==> src/rtl/set_pulse_sequencer_if.sv <==
// Request/response bundle between the control FSM (master) and the set-pulse sequencer (slave).
// sn_out and ck_en run onward to the flop bank's async-set pins and clock gate.
interface set_pulse_sequencer_if #(
    parameter int WIDTH = 4
);
    logic             req_valid;
    logic [WIDTH-1:0] req_mask;
    logic             req_ready;
    logic [WIDTH-1:0] sn_out;
    logic             ck_en;
    logic             done;
    logic             err;

    modport master (
        output req_valid, req_mask,
        input  req_ready, sn_out, ck_en, done, err
    );

    modport slave (
        input  req_valid, req_mask,
        output req_ready, sn_out, ck_en, done, err
    );
endinterface

==> src/rtl/set_pulse_sequencer.sv <==
// Generates registered active-low set pulses for a flop bank. The bank clock is gated
// one cycle before SN falls and stays gated for the recovery window after SN rises.
module set_pulse_sequencer #(
    parameter int WIDTH     = 4,
    parameter int PULSE_CYC = 2,
    parameter int REC_CYC   = 2,
    parameter int CNT_W     = 4
) (
    input logic                  ck_i,
    input logic                  rst_i,
    set_pulse_sequencer_if.slave bus
);
    localparam int P_EFF = (PULSE_CYC < 1) ? 1 : PULSE_CYC;
    localparam int R_EFF = (REC_CYC < 1) ? 1 : REC_CYC;
    localparam logic [CNT_W-1:0] P_LOAD = CNT_W'(P_EFF - 1);
    localparam logic [CNT_W-1:0] R_LOAD = CNT_W'(R_EFF - 1);

    typedef enum logic [1:0] {IDLE, GATE, ASSERT, RECOVER} state_t;

    state_t           state_q;
    logic [CNT_W-1:0] cnt_q;
    logic [WIDTH-1:0] mask_q;
    logic [WIDTH-1:0] sn_q;
    logic             ck_en_q;
    logic             ready_q;
    logic             done_q;
    logic             err_q;
    logic             from_rst_q;

    always_ff @(posedge ck_i) begin
        if (rst_i) begin
            state_q    <= RECOVER;
            cnt_q      <= R_LOAD;
            mask_q     <= '0;
            sn_q       <= '1;
            ck_en_q    <= 1'b0;
            ready_q    <= 1'b0;
            done_q     <= 1'b0;
            err_q      <= 1'b0;
            from_rst_q <= 1'b1;
        end else begin
            done_q <= 1'b0;
            err_q  <= 1'b0;
            case (state_q)
                IDLE: begin
                    if (bus.req_valid) begin
                        if (|bus.req_mask) begin
                            mask_q  <= bus.req_mask;
                            state_q <= GATE;
                            ck_en_q <= 1'b0;
                            ready_q <= 1'b0;
                        end else begin
                            err_q <= 1'b1;
                        end
                    end
                end
                GATE: begin
                    state_q <= ASSERT;
                    sn_q    <= ~mask_q;
                    cnt_q   <= P_LOAD;
                end
                ASSERT: begin
                    if (cnt_q == '0) begin
                        state_q <= RECOVER;
                        sn_q    <= '1;
                        cnt_q   <= R_LOAD;
                    end else begin
                        cnt_q <= cnt_q - 1'b1;
                    end
                end
                RECOVER: begin
                    if (cnt_q == '0) begin
                        // Leaving the post-reset recovery is not a completed request.
                        state_q    <= IDLE;
                        ck_en_q    <= 1'b1;
                        ready_q    <= 1'b1;
                        done_q     <= ~from_rst_q;
                        from_rst_q <= 1'b0;
                    end else begin
                        cnt_q <= cnt_q - 1'b1;
                    end
                end
                default: begin
                    state_q <= RECOVER;
                    sn_q    <= '1;
                    ck_en_q <= 1'b0;
                    ready_q <= 1'b0;
                    cnt_q   <= R_LOAD;
                end
            endcase
        end
    end

    assign bus.req_ready = ready_q;
    assign bus.sn_out    = sn_q;
    assign bus.ck_en     = ck_en_q;
    assign bus.done      = done_q;
    assign bus.err       = err_q;
endmodule
==> src/flat_wrapper.sv <==
// flat-port wrapper written by rule: the top's interface ports become plain ports
module set_pulse_sequencer_flat 
#(
    parameter int WIDTH     = 4,
    parameter int PULSE_CYC = 2,
    parameter int REC_CYC   = 2,
    parameter int CNT_W     = 4
)
  (ck_i, rst_i, bus_req_valid, bus_req_mask, bus_req_ready, bus_sn_out, bus_ck_en, bus_done, bus_err);
  set_pulse_sequencer_if #(.WIDTH(WIDTH)) bus_i ();
  input logic ck_i;
  input logic rst_i;
  input wire logic [$bits(bus_i.req_valid)-1:0] bus_req_valid;
  input wire logic [$bits(bus_i.req_mask)-1:0] bus_req_mask;
  output wire logic [$bits(bus_i.req_ready)-1:0] bus_req_ready;
  output wire logic [$bits(bus_i.sn_out)-1:0] bus_sn_out;
  output wire logic [$bits(bus_i.ck_en)-1:0] bus_ck_en;
  output wire logic [$bits(bus_i.done)-1:0] bus_done;
  output wire logic [$bits(bus_i.err)-1:0] bus_err;
  assign bus_i.req_valid = bus_req_valid;
  assign bus_i.req_mask = bus_req_mask;
  assign bus_req_ready = bus_i.req_ready;
  assign bus_sn_out = bus_i.sn_out;
  assign bus_ck_en = bus_i.ck_en;
  assign bus_done = bus_i.done;
  assign bus_err = bus_i.err;
  set_pulse_sequencer #(.WIDTH(WIDTH), .PULSE_CYC(PULSE_CYC), .REC_CYC(REC_CYC), .CNT_W(CNT_W)) u_core (.ck_i(ck_i), .rst_i(rst_i), .bus(bus_i));
endmodule
==> config.mk <==
export PLATFORM = sky130hd
export DESIGN_NAME = set_pulse_sequencer_flat
export DESIGN_NICKNAME = d
export VERILOG_FILES = /design/src/rtl/set_pulse_sequencer_if.sv /design/src/rtl/set_pulse_sequencer.sv /design/src/flat_wrapper.sv
export SDC_FILE = /design/constraint.sdc
export NUM_CORES = 1
export LEC_CHECK = 0
export BUFFER_PORTS_ARGS = -buffer_cell sky130_fd_sc_hd__buf_2
export CORE_MARGIN = 8
export CORE_UTILIZATION = 47
export CTS_CLUSTER_DIAMETER = 80
export CTS_CLUSTER_SIZE = 8
export DETAILED_ROUTE_END_ITERATION = 10
export PLACE_DENSITY = 0.68
export RECOVER_POWER = 100
export SLEW_MARGIN = 5
export SYNTH_ARGS = -nofsm -noshare
export SYNTH_HDL_FRONTEND = slang
export SYNTH_SLANG_ARGS = --single-unit
==> constraint.sdc <==
create_clock -name ck_i -period 1.65 [get_ports ck_i]
set_input_delay 0.0825 -clock ck_i [delete_from_list [all_inputs] [get_ports ck_i]]
set_output_delay 0.0825 -clock ck_i [all_outputs]
set_load 0.005 [all_outputs]
==> metrics <==
status finished clean; Initial Util 0.497; vias 704; Ant. Diodes 0; crit share post-route 0.964; Num CTS Buffers 3; CTS Hold Bufs 0; asr flop ratio synth 0; fillers 153; Initial DRC Count 8; leakage power 0.417 nW; top-count cell post-synth dfxtp_1; Peak VDD IR 0.901 mV; Layout Cells excl Fill 142; final wirelength 1710 µm; wire per inst 12.1 µm; residual DRC count 0; register area 364 µm²; Synth Instances 92; clock latency on the worst-skew pair 0.29 ns; Worst path slowest cell or3_4; CTS root buf clkbuf_4; Post-synth EDFFs 0; design area 1060 µm²; top-area cell type share of the netlist area 0.425; Die Ht 58.5 µm; Worst Max-Slew Pin Slew 0.508 ns; Slew HR 0.657; Multi-input gate area 468 µm²; placed inst area 966 µm²; CP Data Arrival Time 1.77 ns; grt ovf 0; leading area contributor after synthesis dfxtp_1; P per Cell Area 1510 nW/µm²; library cells used by synthesis 32; Synth top cells by count 18 x dfxtp_1, 9 x nand2_1, 9 x nor2_1; YS warnings 0; sequential share of the synthesized area 0.425; CP Capture Type flip-flop; 1st-pass router iterations 4; std cell rows 15; vias in the first global route 634; synth-to-layout area growth 24.5%; element type at the critical path start flip-flop; vias per cell 4.96; Place WS -0.0164 ns; worst hold path type input port to flip-flop; syn_nets 105; Final #Nets 131; CTS tree yes; largest net degree at the start of global routing 21; first-pass GRT wire length 2790 µm; Inst Count DP 133; worst endpoint required time 1.83 ns; maxcap violations 0; final slew viol count 0; initial antenna violation count 0; Main synth FF type dfxtp_1; GRT Resource Usage Total 0.104; Crit path largest cell delay 0.37 ns; H-tree depth 1; Clock Pin Slew Worst Setup and Hold Paths 0.10 ns; core box area 1710 µm²; CTS Buffer Depth 2; Fmax 0.629 GHz; Ports 15; post-route antenna net violation count 0; final setup fails 0; IO buf count 14; CP Class flip-flop to flip-flop; clk_skew 0.00421 ns; syn_area_per_cell 9.22 µm²; Yosys reg bits 18; GP Congestion 0.816; clock period minus worst slack 1.59 ns; CP Max Fanout 3; die width 58.5 µm; proportion of layout cells with a drive suffix above 1 0.274; Syn Std Cell Area 848 µm²; Clock Sink Count 18; Die ar. 3420 µm²; crit path cell chain inv_2, ha_4, nor3b_4, or3_4, buf_4, a211o_1; DP Wirelength 1260 µm; Final Worst Setup Slack 0.0591 ns; top cells by area, synth dfxtp_1 42%, ha_1 8.8%, mux2i_1 4.7%; flop-to-flop setup slack 0.06 ns; Fin. Hold Viols 0
## state kept, by name, indices dropped and copies added (netlist names)
signal / cells
u_core.state_q: 2
u_core.mask_q: 4
u_core.cnt_q: 4
u_core.bus.done: 1
u_core.from_rst_q: 1
u_core.bus.sn_out: 4
u_core.bus.err: 1
u_core.bus.req_ready: 1
## worst max-delay path: cells and delay by family, from the launching register on
| family | cells | cell delay [ns] |
|---|---|---|
| flops | 1 | 0.34 |
| simple gates | 2 | 0.51 |
| buf+inv | 2 | 0.20 |
| compound gates | 1 | 0.29 |
| fa+ha+maj | 1 | 0.14 |
## cell type report
class                           instances  area share
Tap cell                               25      0.0296
Clock buffer                            4      0.0344
Timing Repair Buffer                   25       0.134
Multi-Input combinational cell         66       0.443
Sequential cell                        18       0.345
Inverter                                4      0.0142
## layer usage
layer | share of wire | track usage | vias up
li1 | - | - | 374
met4 | 0.0076 | 0.0420 | 0
met1 | 0.48 | 0.132 | 313
met3 | 0.065 | 0.0348 | 2
met5 | 0 | 0 | -
met2 | 0.45 | 0.156 | 15
## stage by stage
step            util  hold slack, ns  power, mW  TNS, ns
3_5_place_dp   0.566           0.355       1.21  -0.0247
5_1_grt        0.618          0.0498       1.73  -0.0112
2_1_floorplan      -           0.230       1.03        0
3_3_place_gp   0.566           0.348       1.19        0
4_1_cts        0.603          0.0539       1.54  -0.0182
6_report       0.618          0.0547       1.60        0
## power breakdown
part	internal, mW	total [mW]	leakage [nW]	switching (mW)
Combinational	0.377	0.736	0.250	0.358
Sequential	0.524	0.593	0.147	0.0696
Clock	0.134	0.267	0.0210	0.133
## repair_timing
action                     in CTS  in global routing
setup buffers                   3                  2
pin swaps                       4                  3
resized for setup               5                  4
setup endpoints to repair       2                  4
## path summary, 6_finish.rpt
path | start | endpoint | cells past startpoint
max reg2reg | u_core.cnt_q[1]$_SDFFE_PP0P_ | u_core.cnt_q[0]$_SDFFE_PP1P_ | 6
min | bus_req_mask[3] | u_core.mask_q[3]$_SDFFE_PP0P_ | 3
max | u_core.cnt_q[1]$_SDFFE_PP0P_ | u_core.cnt_q[0]$_SDFFE_PP1P_ | 6
min reg2reg | u_core.from_rst_q$_SDFFE_PP1N_ | u_core.bus.done$_SDFF_PP0_ | 1
## cells in the final DEF, fill, tap and decap left out, types with 3 or more instances in the layout
cell type / instances
nor2_1: 9
clkbuf_4: 3
buf_2: 8
mux2i_1: 4
nor3_1: 3
ha_1: 5
o21ai_0: 4
dfxtp_2: 3
nand2b_1: 5
buf_4: 10
nand2_1: 9
a21oi_1: 3
clkbuf_1: 7
dfxtp_1: 15
## logic make-up after synthesis
family,share of synthesized area
flops,0.425
simple gates,0.229
fa+ha+maj,0.0885
mux,0.0472
buf+inv,0.0531
compound gates,0.158
(Power assumes the default switching activity.)
